--- src/rtl/conv_pkg.sv ---
// conv_pkg: shared types and helpers for the convolution engine.
//   state_e  : engine FSM states
//   out_dim  : output extent for a given image side, kernel side and stride
//   clamp_u  : saturate a signed value into the unsigned range [0, 2^w-1]
package conv_pkg;

    typedef enum logic [1:0] {
        IDLE = 2'd0,
        MAC  = 2'd1,
        OUT  = 2'd2,
        DONE = 2'd3
    } state_e;

    function automatic int out_dim(input int img, input int k, input int s);
        return (img - k) / s + 1;
    endfunction

    function automatic logic [31:0] clamp_u(input logic signed [63:0] v, input int w);
        logic signed [63:0] hi;
        hi = (64'sd1 <<< w) - 64'sd1;
        if (v < 64'sd0) begin
            return 32'd0;
        end else if (v > hi) begin
            return 32'(hi);
        end else begin
            return 32'(v);
        end
    endfunction

endpackage

--- src/rtl/conv_mac_lane.sv ---
// conv_mac_lane: one multiply-accumulate lane of the convolution engine.
// The accumulator is cleared by clr_i, accumulates pixel*tap when en_i is
// high, and its value is arithmetically shifted and clamped to DATA_W bits.
//   clk_i  : clock
//   rst_ni : synchronous active-low reset
//   clr_i  : clear accumulator (has priority over en_i)
//   en_i   : accumulate this cycle
//   pix_i  : unsigned pixel
//   tap_i  : signed kernel tap
//   res_o  : clamped result of the current accumulator
module conv_mac_lane
    import conv_pkg::*;
#(
    parameter int DATA_W = 8,
    parameter int ACC_W  = 24,
    parameter int SHIFT  = 0
) (
    input  logic                     clk_i,
    input  logic                     rst_ni,
    input  logic                     clr_i,
    input  logic                     en_i,
    input  logic [DATA_W-1:0]        pix_i,
    input  logic signed [DATA_W-1:0] tap_i,
    output logic [DATA_W-1:0]        res_o
);

    logic signed [ACC_W-1:0]  acc_q, acc_d;
    logic signed [2*DATA_W:0] prod;
    logic signed [ACC_W-1:0]  shifted;

    always_comb begin
        // zero-extend the pixel so it is treated as a non-negative signed value
        prod  = $signed({1'b0, pix_i}) * tap_i;
        acc_d = acc_q;
        if (clr_i) begin
            acc_d = '0;
        end else if (en_i) begin
            acc_d = acc_q + ACC_W'(prod);
        end
    end

    always_ff @(posedge clk_i) begin
        if (!rst_ni) begin
            acc_q <= '0;
        end else begin
            acc_q <= acc_d;
        end
    end

    assign shifted = acc_q >>> SHIFT;
    assign res_o   = DATA_W'(clamp_u(64'(shifted), DATA_W));

endmodule

--- src/rtl/conv_engine.sv ---
// conv_engine: multi-lane KxK convolution over an IMG_H x IMG_W 8-bit image
// held in external RAM. Each group produces LANES horizontally adjacent
// output pixels; groups are produced row-major with a ready/valid handshake.
//   i_clk, i_rst       : clock, synchronous active-low reset
//   i_start            : frame start (honoured only in IDLE)
//   i_src_base         : image base address, latched on start
//   i_stride           : stride, latched on start (0 behaves as 1)
//   i_kw_en/addr/data  : kernel tap writes, accepted only in IDLE
//   o_rd_addr          : per-lane RAM read address (1-cycle read latency)
//   i_rd_data          : per-lane pixel returned by the RAM
//   o_valid, i_ready   : output group handshake
//   o_sum, o_lane_vld  : clamped lane results and per-lane validity
//   o_out_row/col      : output coordinates of lane 0
//   o_busy, o_done     : frame in progress / end-of-frame pulse
//
// state | meaning
// IDLE  | waiting for i_start, kernel writable
// MAC   | issuing K*K tap reads, then one drain cycle for read latency
// OUT   | group result presented, waiting for i_ready
// DONE  | one-cycle end-of-frame pulse
module conv_engine
    import conv_pkg::*;
#(
    parameter int DATA_W = 8,
    parameter int ADDR_W = 10,
    parameter int IMG_W  = 28,
    parameter int IMG_H  = 28,
    parameter int K      = 3,
    parameter int LANES  = 2,
    parameter int ACC_W  = 24,
    parameter int SHIFT  = 0
) (
    input  logic                      i_clk,
    input  logic                      i_rst,
    input  logic                      i_start,
    input  logic [ADDR_W-1:0]         i_src_base,
    input  logic [2:0]                i_stride,
    input  logic                      i_kw_en,
    input  logic [$clog2(K*K)-1:0]    i_kw_addr,
    input  logic [DATA_W-1:0]         i_kw_data,
    output logic [LANES*ADDR_W-1:0]   o_rd_addr,
    input  logic [LANES*DATA_W-1:0]   i_rd_data,
    output logic                      o_valid,
    input  logic                      i_ready,
    output logic [LANES*DATA_W-1:0]   o_sum,
    output logic [LANES-1:0]          o_lane_vld,
    output logic [ADDR_W-1:0]         o_out_row,
    output logic [ADDR_W-1:0]         o_out_col,
    output logic                      o_busy,
    output logic                      o_done
);

    localparam int KK    = K * K;
    localparam int TAP_W = $clog2(KK + 1);

    state_e state_q, state_d;

    logic [TAP_W-1:0]  tap_q, tap_d;
    logic [ADDR_W-1:0] row_q, row_d;
    logic [ADDR_W-1:0] col_q, col_d;
    logic [ADDR_W-1:0] base_q, base_d;
    logic [2:0]        stride_q, stride_d;
    logic [ADDR_W-1:0] out_w_q, out_w_d;
    logic [ADDR_W-1:0] out_h_q, out_h_d;

    logic signed [DATA_W-1:0] kern_q [KK];

    logic [2:0]        stride_eff;
    logic [ADDR_W-1:0] stride_w;
    logic [ADDR_W-1:0] next_col;
    logic              row_end;
    logic              last_grp;
    logic              issue;
    logic              kw_we;
    logic [TAP_W-1:0]  tap_sel;
    logic signed [DATA_W-1:0] tap_cur;

    logic [ADDR_W-1:0] lane_col [LANES];
    logic [LANES-1:0]  lane_ok;
    logic [ADDR_W-1:0] rd_addr;
    int                kr_i;
    int                kc_i;
    logic [DATA_W-1:0] lane_res [LANES];

    assign stride_eff = (i_stride == 3'd0) ? 3'd1 : i_stride;
    assign stride_w   = ADDR_W'(stride_q);
    assign next_col   = col_q + ADDR_W'(LANES);
    assign row_end    = next_col >= out_w_q;
    assign last_grp   = row_end && (row_q == out_h_q - ADDR_W'(1));
    assign issue      = (state_q == MAC) && (tap_q < TAP_W'(KK));
    assign kw_we      = (state_q == IDLE) && i_kw_en && (32'(i_kw_addr) < KK);

    // data returning in this cycle belongs to the previous tap
    assign tap_sel = (tap_q == '0) ? '0 : tap_q - TAP_W'(1);
    assign tap_cur = kern_q[tap_sel];

    // ---------------- FSM: state register ----------------
    always_ff @(posedge i_clk) begin
        if (!i_rst) begin
            state_q <= IDLE;
        end else begin
            state_q <= state_d;
        end
    end

    // ---------------- FSM: next state ----------------
    always_comb begin
        state_d = state_q;
        case (state_q)
            IDLE: if (i_start) state_d = MAC;
            MAC:  if (tap_q == TAP_W'(KK)) state_d = OUT;
            OUT:  if (i_ready) state_d = last_grp ? DONE : MAC;
            DONE: state_d = IDLE;
            default: state_d = IDLE;
        endcase
    end

    // ---------------- FSM: outputs ----------------
    always_comb begin
        o_valid   = (state_q == OUT);
        o_busy    = (state_q == MAC) || (state_q == OUT);
        o_done    = (state_q == DONE);
        o_out_row = o_busy ? row_q : '0;
        o_out_col = o_busy ? col_q : '0;
    end

    // ---------------- frame / group counters ----------------
    always_comb begin
        tap_d    = tap_q;
        row_d    = row_q;
        col_d    = col_q;
        base_d   = base_q;
        stride_d = stride_q;
        out_w_d  = out_w_q;
        out_h_d  = out_h_q;
        case (state_q)
            IDLE: begin
                if (i_start) begin
                    base_d   = i_src_base;
                    stride_d = stride_eff;
                    out_w_d  = ADDR_W'(out_dim(IMG_W, K, int'(stride_eff)));
                    out_h_d  = ADDR_W'(out_dim(IMG_H, K, int'(stride_eff)));
                    row_d    = '0;
                    col_d    = '0;
                    tap_d    = '0;
                end
            end
            MAC: begin
                tap_d = (tap_q == TAP_W'(KK)) ? '0 : tap_q + TAP_W'(1);
            end
            OUT: begin
                if (i_ready) begin
                    tap_d = '0;
                    if (row_end) begin
                        col_d = '0;
                        row_d = row_q + ADDR_W'(1);
                    end else begin
                        col_d = next_col;
                    end
                end
            end
            DONE: begin
                row_d = '0;
                col_d = '0;
            end
            default: ;
        endcase
    end

    always_ff @(posedge i_clk) begin
        if (!i_rst) begin
            tap_q    <= '0;
            row_q    <= '0;
            col_q    <= '0;
            base_q   <= '0;
            stride_q <= 3'd1;
            out_w_q  <= '0;
            out_h_q  <= '0;
        end else begin
            tap_q    <= tap_d;
            row_q    <= row_d;
            col_q    <= col_d;
            base_q   <= base_d;
            stride_q <= stride_d;
            out_w_q  <= out_w_d;
            out_h_q  <= out_h_d;
        end
    end

    // ---------------- kernel register file ----------------
    always_ff @(posedge i_clk) begin
        if (!i_rst) begin
            for (int k = 0; k < KK; k++) begin
                kern_q[k] <= '0;
            end
        end else if (kw_we) begin
            kern_q[i_kw_addr] <= i_kw_data;
        end
    end

    // ---------------- address generation ----------------
    // All arithmetic is done in ADDR_W bits so addresses wrap modulo 2^ADDR_W.
    always_comb begin
        kr_i      = int'(tap_q) / K;
        kc_i      = int'(tap_q) % K;
        o_rd_addr = '0;
        rd_addr   = '0;
        for (int l = 0; l < LANES; l++) begin
            lane_col[l] = col_q + ADDR_W'(l);
            lane_ok[l]  = lane_col[l] < out_w_q;
            rd_addr = base_q
                    + (row_q * stride_w + ADDR_W'(kr_i)) * ADDR_W'(IMG_W)
                    + lane_col[l] * stride_w + ADDR_W'(kc_i);
            if (issue && lane_ok[l]) begin
                o_rd_addr[l*ADDR_W +: ADDR_W] = rd_addr;
            end
        end
    end

    // ---------------- MAC lanes ----------------
    for (genvar gl = 0; gl < LANES; gl++) begin : g_lane
        conv_mac_lane #(
            .DATA_W (DATA_W),
            .ACC_W  (ACC_W),
            .SHIFT  (SHIFT)
        ) u_lane (
            .clk_i  (i_clk),
            .rst_ni (i_rst),
            .clr_i  ((state_q == MAC) && (tap_q == '0)),
            .en_i   ((state_q == MAC) && (tap_q != '0) && lane_ok[gl]),
            .pix_i  (i_rd_data[gl*DATA_W +: DATA_W]),
            .tap_i  (tap_cur),
            .res_o  (lane_res[gl])
        );
    end

    always_comb begin
        o_sum      = '0;
        o_lane_vld = '0;
        for (int l = 0; l < LANES; l++) begin
            o_lane_vld[l] = (state_q == OUT) && lane_ok[l];
            if (o_lane_vld[l]) begin
                o_sum[l*DATA_W +: DATA_W] = lane_res[l];
            end
        end
    end

endmodule
--- config.mk ---
export PLATFORM = sky130hd
export DESIGN_NAME = conv_engine
export DESIGN_NICKNAME = d
export VERILOG_FILES = /design/src/rtl/conv_pkg.sv /design/src/rtl/conv_mac_lane.sv /design/src/rtl/conv_engine.sv
export SDC_FILE = /design/constraint.sdc
export NUM_CORES = 1
export LEC_CHECK = 0
export ABC_AREA = 1
export BUFFER_PORTS_ARGS = -buffer_cell sky130_fd_sc_hd__buf_2
export CORE_MARGIN = 2
export CORE_UTILIZATION = 28
export DETAILED_ROUTE_END_ITERATION = 8
export PLACE_DENSITY_LB_ADDON = 0.08
export SLEW_MARGIN = 40
export SYNTH_ARGS = -nofsm -noshare
export SYNTH_HDL_FRONTEND = slang
export SYNTH_HIERARCHICAL = 1
export SYNTH_SLANG_ARGS = --single-unit
--- constraint.sdc ---
create_clock -name i_clk -period 9.07 [get_ports i_clk]
set_clock_uncertainty 0.15 [all_clocks]
set_input_delay 1.814 -clock i_clk [delete_from_list [all_inputs] [get_ports i_clk]]
set_output_delay 1.814 -clock i_clk [all_outputs]
set_load 0.01 [all_outputs]
==> flow_metrics.tcl, run 1 <==
set metrics [dict create \
    worstHoldStart "base_q[9]" \
    finalNetCount 3607 \
    drv_slew 0 \
    setup_ws_ps -181.8 \
    cts_buffer_depth 3 \
    dp_hpwl_microns 52190 \
    htreeDepth 2 \
    cp_slowest_stage_delay_ps 610 \
    post-route-min-period_ps 9252 \
    synth_cell_types 54 \
    clock-sinks 224 \
    cap_violations 0 \
    multiInputGateArea_sq_um 14670 \
    fmax_ghz 0.1081 \
    cts-root-buf "clkbuf_16" \
    cts_tree "yes" \
    drcViolationCount 0 \
    crit_required_ps 7110 \
    crit_slowest_cell "fa_2" \
    cp_top_family "adder cells" \
    grt-ovfl-total 0 \
    fin_area_sq_um 26740 \
    core_area_sq_um 80290 \
    path_buf_inv 9 \
    start_kind "flop" \
    hold_depth 2 \
    gp_congestion 0.8229 \
    antenna_found_initial 3 \
    hold_buffers 0 \
    finalHoldViolations 0 \
    die_w_microns 288.2 \
    die_h_microns 288.2 \
    die_area_sq_um 83090 \
    holdPathEnd "base_q[9]" \
    cp.arrival_ps 7290 \
    rsz0062_at_grt "true" \
    ys_seq_area_share_pct 25.49 \
    grt_pass1_wl_microns 108300 \
    clk_latency_ps 550 \
    drive_above_1_share_pct 14.38 \
    setup_violations 2 \
    synth_warnings 6 \
    crit_type "reg2out" \
    drt_wl_total_microns 67110 \
    reg2reg_to "g_lane[0].u_lane/acc_q[16]" \
    io_buffers 105 \
    period_share_pct 102.0 \
    r2r_cells 30 \
    start_util_pct 28.18 \
    fillers 8520 \
    placed_area_sq_um 24980 \
    drtPass1Iterations 5 \
    wl_per_cell_microns 15.83 \
    synth_cells 2942 \
    num_vias 18890 \
    violations "negative setup slack" \
    r2r-start "tap_q[0]" \
    critPathMaxFanout 4 \
    drtIter0Drc 814 \
    numCtsBuffers 34 \
    r2r_slack_ps 1250 \
    grt_max_degree 53 \
    io_pins 107 \
    relSlewSlack_pct 47.92 \
    status "finished with violations" \
    ant_nets 0 \
    num_rows 104 \
    path_clk_slew_ps 50 \
    synth.avg_cell_area_sq_um 7.690 \
    crit_path_end_kind "primary output" \
    min_path_type "reg2reg" \
    viasPerCell 4.455 \
    worst_slew_pin_slew_ps 779.3 \
    seq_area_sq_um 5773 \
    grt_pass1_vias 19440 \
    grt_use_total_pct 16.57 \
    post_synth_instance_area_sq_um 22620 \
    ys_ff_latch 224 \
    synthToLayoutAreaGrowth_pct 18.19 \
    antenna_cells 0 \
]
cell families (layout without fill, tap and decap cells):
group	Yosys count	after routing	share of synthesized area, %
AO/OA/AOI/OAI	387	387	9.911
XOR/XNOR	68	68	2.633
adder cells (fa/ha/maj)	408	408	27.91
buffers and inverters	731	911	12.26
flip-flops	224	224	25.49
multiplexers	16	16	0.7079
other	2	59	0.03320
AND/OR/NAND/NOR	1106	1106	21.07
worst max path at each step:
stage	startpoint	endpoint	slack, ps	depth (start not counted)
2_1_floorplan	tap_q[2]	o_rd_addr[19]	80	41
3_3_place_gp	tap_q[3]	o_rd_addr[9]	-290	42
5_1_grt	tap_q[2]	o_rd_addr[19]	-550	43
3_5_place_dp	tap_q[3]	o_rd_addr[9]	-310	42
6_report	tap_q[3]	o_rd_addr[19]	-180	43
4_1_cts	tap_q[3]	o_rd_addr[9]	-260	41
flip-flops by register name, indices dropped and copies added (netlist names):
signal,cells
out_h_q,10
state_q,2
g_lane.u_lane/acc_q,48
row_q,10
col_q,9
base_q,10
kern_q,128
stride_q,3
tap_q,4
routing by layer:
| layer | track usage, % | vias up | share of wire [%] | wire, microns |
|---|---|---|---|---|
| li1 | - | 9636 | - | - |
| met1 | 22.37 | 8944 | 48 | 32210 |
| met2 | 27.49 | 222 | 46 | 30890 |
| met3 | 2.575 | 79 | 3.3 | 2225 |
| met4 | 4.495 | 4 | 2.6 | 1758 |
| met5 | 0 | - | 0.045 | 30 |
cells in the final DEF (no fill, tap or decap), types with 94 or more instances in the layout:
master	n
a21oi_1	154
buf_2	105
buf_4	115
dfxtp_1	94
edfxtp_1	128
fa_1	157
ha_1	234
inv_1	589
nand2_1	564
nand3_1	105
nor2_1	271
o21ai_0	115
layout make-up:
class,count,area share [%]
Sequential cell,224,21.59
Clock inverter,21,1.170
Clock buffer,41,3.280
Multi-Input combinational cell,2044,54.86
Inverter,626,8.788
Tap cell,1060,4.960
Timing Repair Buffer,223,5.353
cells in the mapped netlist (all sizes together):
library cell  count  area, sq um
dfxtp            96         1922
o211ai           23        172.7
buf              16        88.83
o21ai           128        648.1
xnor2            17        148.9
o211a             1        10.01
mux2i            16        160.2
ha              247         3090
nand3b            9        67.56
inv             613         2301
and2              4        30.03
o21a              2        15.01
nand2           609         2359
or2               8        50.05
a21boi            1        7.510
a21oi           174        912.1
nand4            19        118.9
a31oi             2        12.51
o2111ai           2        17.52
edfxtp          128         3844
a211oi            7        52.55
nand3           125        715.7
a21o              1        7.510
nor2            300         1229
nor4             13        93.84
o32ai            16        140.1
a31o              2        17.52
xor2             51        446.7
o221ai           17        148.9
conb              2        7.510
nor3             18        95.09
fa              161         3223
nor3b             1        7.510
o22ai             2        12.51
clkbuf           89        334.1
o21bai            8        60.06
a22oi             1        7.510
clkinv           13        48.80
stage by stage:
stage,hold slack (ps),std cells,setup WS [ps],utilization (%),TNS [ps]
final,328.2,4239,-181.8,33.30,-326.0
after global routing,357.8,4239,-548.9,33.30,-1257
after CTS,337.2,4238,-263.1,33.15,-488.5
after detailed placement,329.4,4147,-305.0,31.11,-467.3
after global placement,328.6,4147,-287.4,31.09,-432.0
after floorplan,294.5,2999,80.52,-,0
timing repair:
item	CTS	global route
endpoints found under the hold margin	0	0
pin swaps	30	18
resized for setup	52	27
endpoints found under the setup margin	6	7
buffers inserted	30	2
worst reg2reg max path: cells and delay by family (launching register included):
| family | cells | cell delay (ps) |
|---|---|---|
| buffers and inverters | 7 | 1220 |
| and+or+nand+nor | 15 | 2620 |
| DFF | 1 | 310 |
| adders and majority gates | 6 | 3010 |
| AOI/OAI and AO/OA | 2 | 410 |
Power of run 1 is left out: the tool's default activity adds up to more than one toggle a clock period on the data nets, which glitch-free logic cannot reach.
==> inputs of run 2 (changes only) <==
--- a/config.mk
+++ b/config.mk
@@ -5,7 +5,6 @@
 export SDC_FILE = /design/constraint.sdc
 export NUM_CORES = 1
 export LEC_CHECK = 0
-export ABC_AREA = 1
 export BUFFER_PORTS_ARGS = -buffer_cell sky130_fd_sc_hd__buf_2
 export CORE_MARGIN = 2
 export CORE_UTILIZATION = 28
==> flow_metrics.tcl, run 2 <==
set metrics [dict create \
    status "complete, no violations" \
    cts-root-buf "clkbuf_16" \
    largest_register_ffs 128 \
    ant_nets 0 \
    synth_cell_types 89 \
    finalSetupTns_ps 0 \
    crit_path_end_kind "primary output" \
    fillers 7988 \
    crit_type "reg2out" \
    peakVddDrop_uv 130.5 \
    powerDensity_nw_per_um2 160.1 \
    synth_warnings 6 \
    synthArstFlopShare_pct 0 \
    finalHoldViolations 0 \
    p_comb_share_pct 42.0 \
    drtPass1Iterations 5 \
    antenna_cells 0 \
    start_util_pct 28.33 \
    synth_cells 2254 \
    dp_hpwl_microns 46080 \
    seq_area_sq_um 5771 \
    synth.area.top_cells "edfxtp_1 18%, fa_1 15%, ha_1 14%" \
    yosys_most_used_dff "edfxtp_1" \
    clkPwrFrac_pct 28.2 \
    io_buffers 105 \
    post_synth_instance_area_sq_um 21550 \
    r2r_cells 24 \
    wl_per_cell_microns 17.08 \
    clk_latency_ps 590 \
    worst_slew_pin_slew_ps 762.6 \
    critPathMaxFanout 4 \
    io_pins 107 \
    viasPerCell 4.592 \
    clock-sinks 224 \
    grt_pass1_wl_microns 94590 \
    ys_ff_latch 224 \
    multiInputGateArea_sq_um 14950 \
    power.switching_w 0.001589 \
    hold_buffers 0 \
    antenna_found_initial 0 \
    drive_above_1_share_pct 14.17 \
    drv_slew 0 \
    die_w_microns 281.4 \
    yosysTopAreaCellShare_pct 17.84 \
    internal_power_w 0.002434 \
    post-synth-top-area-cell "edfxtp_1" \
    path_clk_slew_ps 60 \
    grt_use_total_pct 15.19 \
    yosysMostFrequentCell "inv_1" \
    ys_seq_area_share_pct 26.75 \
    gp_congestion 0.7870 \
    grt_max_degree 55 \
    cp_slowest_stage_delay_ps 540 \
    synth_commonest_cells "290 x inv_1, 245 x ha_1, 193 x nand2_1" \
    min_path_type "reg2reg" \
    crit_slowest_cell "fa_1" \
    rsz0062_at_grt "true" \
    core_area_sq_um 76080 \
    cts_tree "yes" \
    numCtsBuffers 29 \
    grt-ovfl-total 0 \
    grt_pass1_vias 16680 \
    synthToLayoutAreaGrowth_pct 16.62 \
    cts_buffer_depth 3 \
    num_vias 16010 \
    cap_violations 0 \
    switching_share_pct 39.49 \
    hold_depth 2 \
    crit_required_ps 7110 \
    power_frac_seq_pct 29.8 \
    synth_edf_count 128 \
    r2r_slack_ps 880 \
    fmax_ghz 0.1106 \
    drcViolationCount 0 \
    synth.avg_cell_area_sq_um 9.561 \
    start_kind "flop" \
    htreeDepth 1 \
    num_rows 101 \
    max_flop_register "kern_q" \
    final_common_cell "inv_1" \
    power_w 0.004023 \
    power.leakage_nw 11.62 \
    finalNetCount 2887 \
    relSlewSlack_pct 48.77 \
    layout_common_cells "281 x inv_1, 230 x ha_1, 192 x nand2_1, 177 x and2_1, 163 x nor2_1" \
    drt_wl_total_microns 59530 \
    cp.arrival_ps 7080 \
    post-route-min-period_ps 9043 \
    top_regs "kern_q: 128 flops, g_lane.u_lane/acc_q: 48 flops" \
    die_area_sq_um 79200 \
    setup_violations 0 \
    period_share_pct 99.70 \
    drtIter0Drc 676 \
    die_h_microns 281.4 \
]
run 2: changes by cell type after synthesis, moves of 27 or more:
cell / change
a21o_1: +40
a21oi_1: -75
and2_1: +176
clkbuf_1: -28
inv_1: -308
mux4_2: +29
nand2_1: -387
nand2_2: -29
nand3_1: -74
nor2_1: -109
nor2b_1: +27
o21ai_0: -69
xnor2_1: +48
run 2: area by class of cell:
| cell class | instances | area share, % |
|---|---|---|
| Multi-Input combinational cell | 1709 | 59.51 |
| Timing Repair Buffer | 179 | 4.396 |
| Sequential cell | 224 | 22.96 |
| Inverter | 292 | 4.371 |
| Tap cell | 1030 | 5.128 |
| Clock inverter | 17 | 0.6174 |
| Clock buffer | 35 | 3.017 |
run 2: worst paths after layout:
kind / from / end
worst max-delay path: tap_q[2] / o_rd_addr[19]
worst min-delay path: base_q[9] / base_q[9]
worst max register to register: tap_q[1] / g_lane[1].u_lane/acc_q[19]
worst min register to register: base_q[9] / base_q[9]
run 2: cell families after synthesis:
logic type               share of synthesized area, %
AO/OA/AOI/OAI                                   10.04
adder cells (fa/ha/maj)                         29.18
multiplexers                                    5.353
flip-flops                                      26.75
other                                         0.03485
buffers and inverters                           7.008
AND/OR/NAND/NOR                                 17.27
XOR/XNOR                                        4.355
run 2: power groups by stage:
stage / combinational [W] / clock, W / sequential (W)
global route: 0.00194 / 0.00122 / 0.00121
finish: 0.00169 / 0.00114 / 0.00120
CTS: 0.00172 / 0.00119 / 0.00120
global placement: 0.00169 / 0 / 0.00122
detailed placement: 0.00169 / 0 / 0.00122
floorplan: 0.00122 / 0 / 0.00120
run 2: timing repair:
action / in CTS / in global routing
setup buffers: 7 / 6
resized for setup: 43 / 31
setup endpoints to repair: 6 / 2
pin swaps: 28 / 24
run 2: per-layer routing:
metal,track usage (%),vias to the layer above,share of wire (%)
met5,0,-,0
met4,3.301,0,1.8
met3,1.442,49,2.9
met2,25.56,221,47
met1,21.11,7847,48
li1,-,7892,-
run 2: critical path, delay by kind of cell (launching register included):
kind | cells | cell delay (ps)
buf+inv | 9 | 860
compound gates | 3 | 660
flops | 1 | 370
xor+xnor | 3 | 640
fa+ha+maj | 8 | 2940
simple gates | 7 | 1020
run 2: per-stage QoR:
step | hold WS [ps] | setup WS (ps) | std cells | area, sq um | utilization (%)
2_1_floorplan | 292.4 | 53.27 | 2311 | 21760 | -
3_5_place_dp | 319.0 | -30.37 | 3421 | 23720 | 31.17
6_report | 330.8 | 27.44 | 3486 | 25130 | 33.03
5_1_grt | 367.4 | -262.7 | 3486 | 25130 | 33.03
3_3_place_gp | 321.6 | -10.51 | 3421 | 23670 | 31.12
4_1_cts | 329.4 | -56.68 | 3480 | 24900 | 32.73
Power figures use the tool's default switching activity.
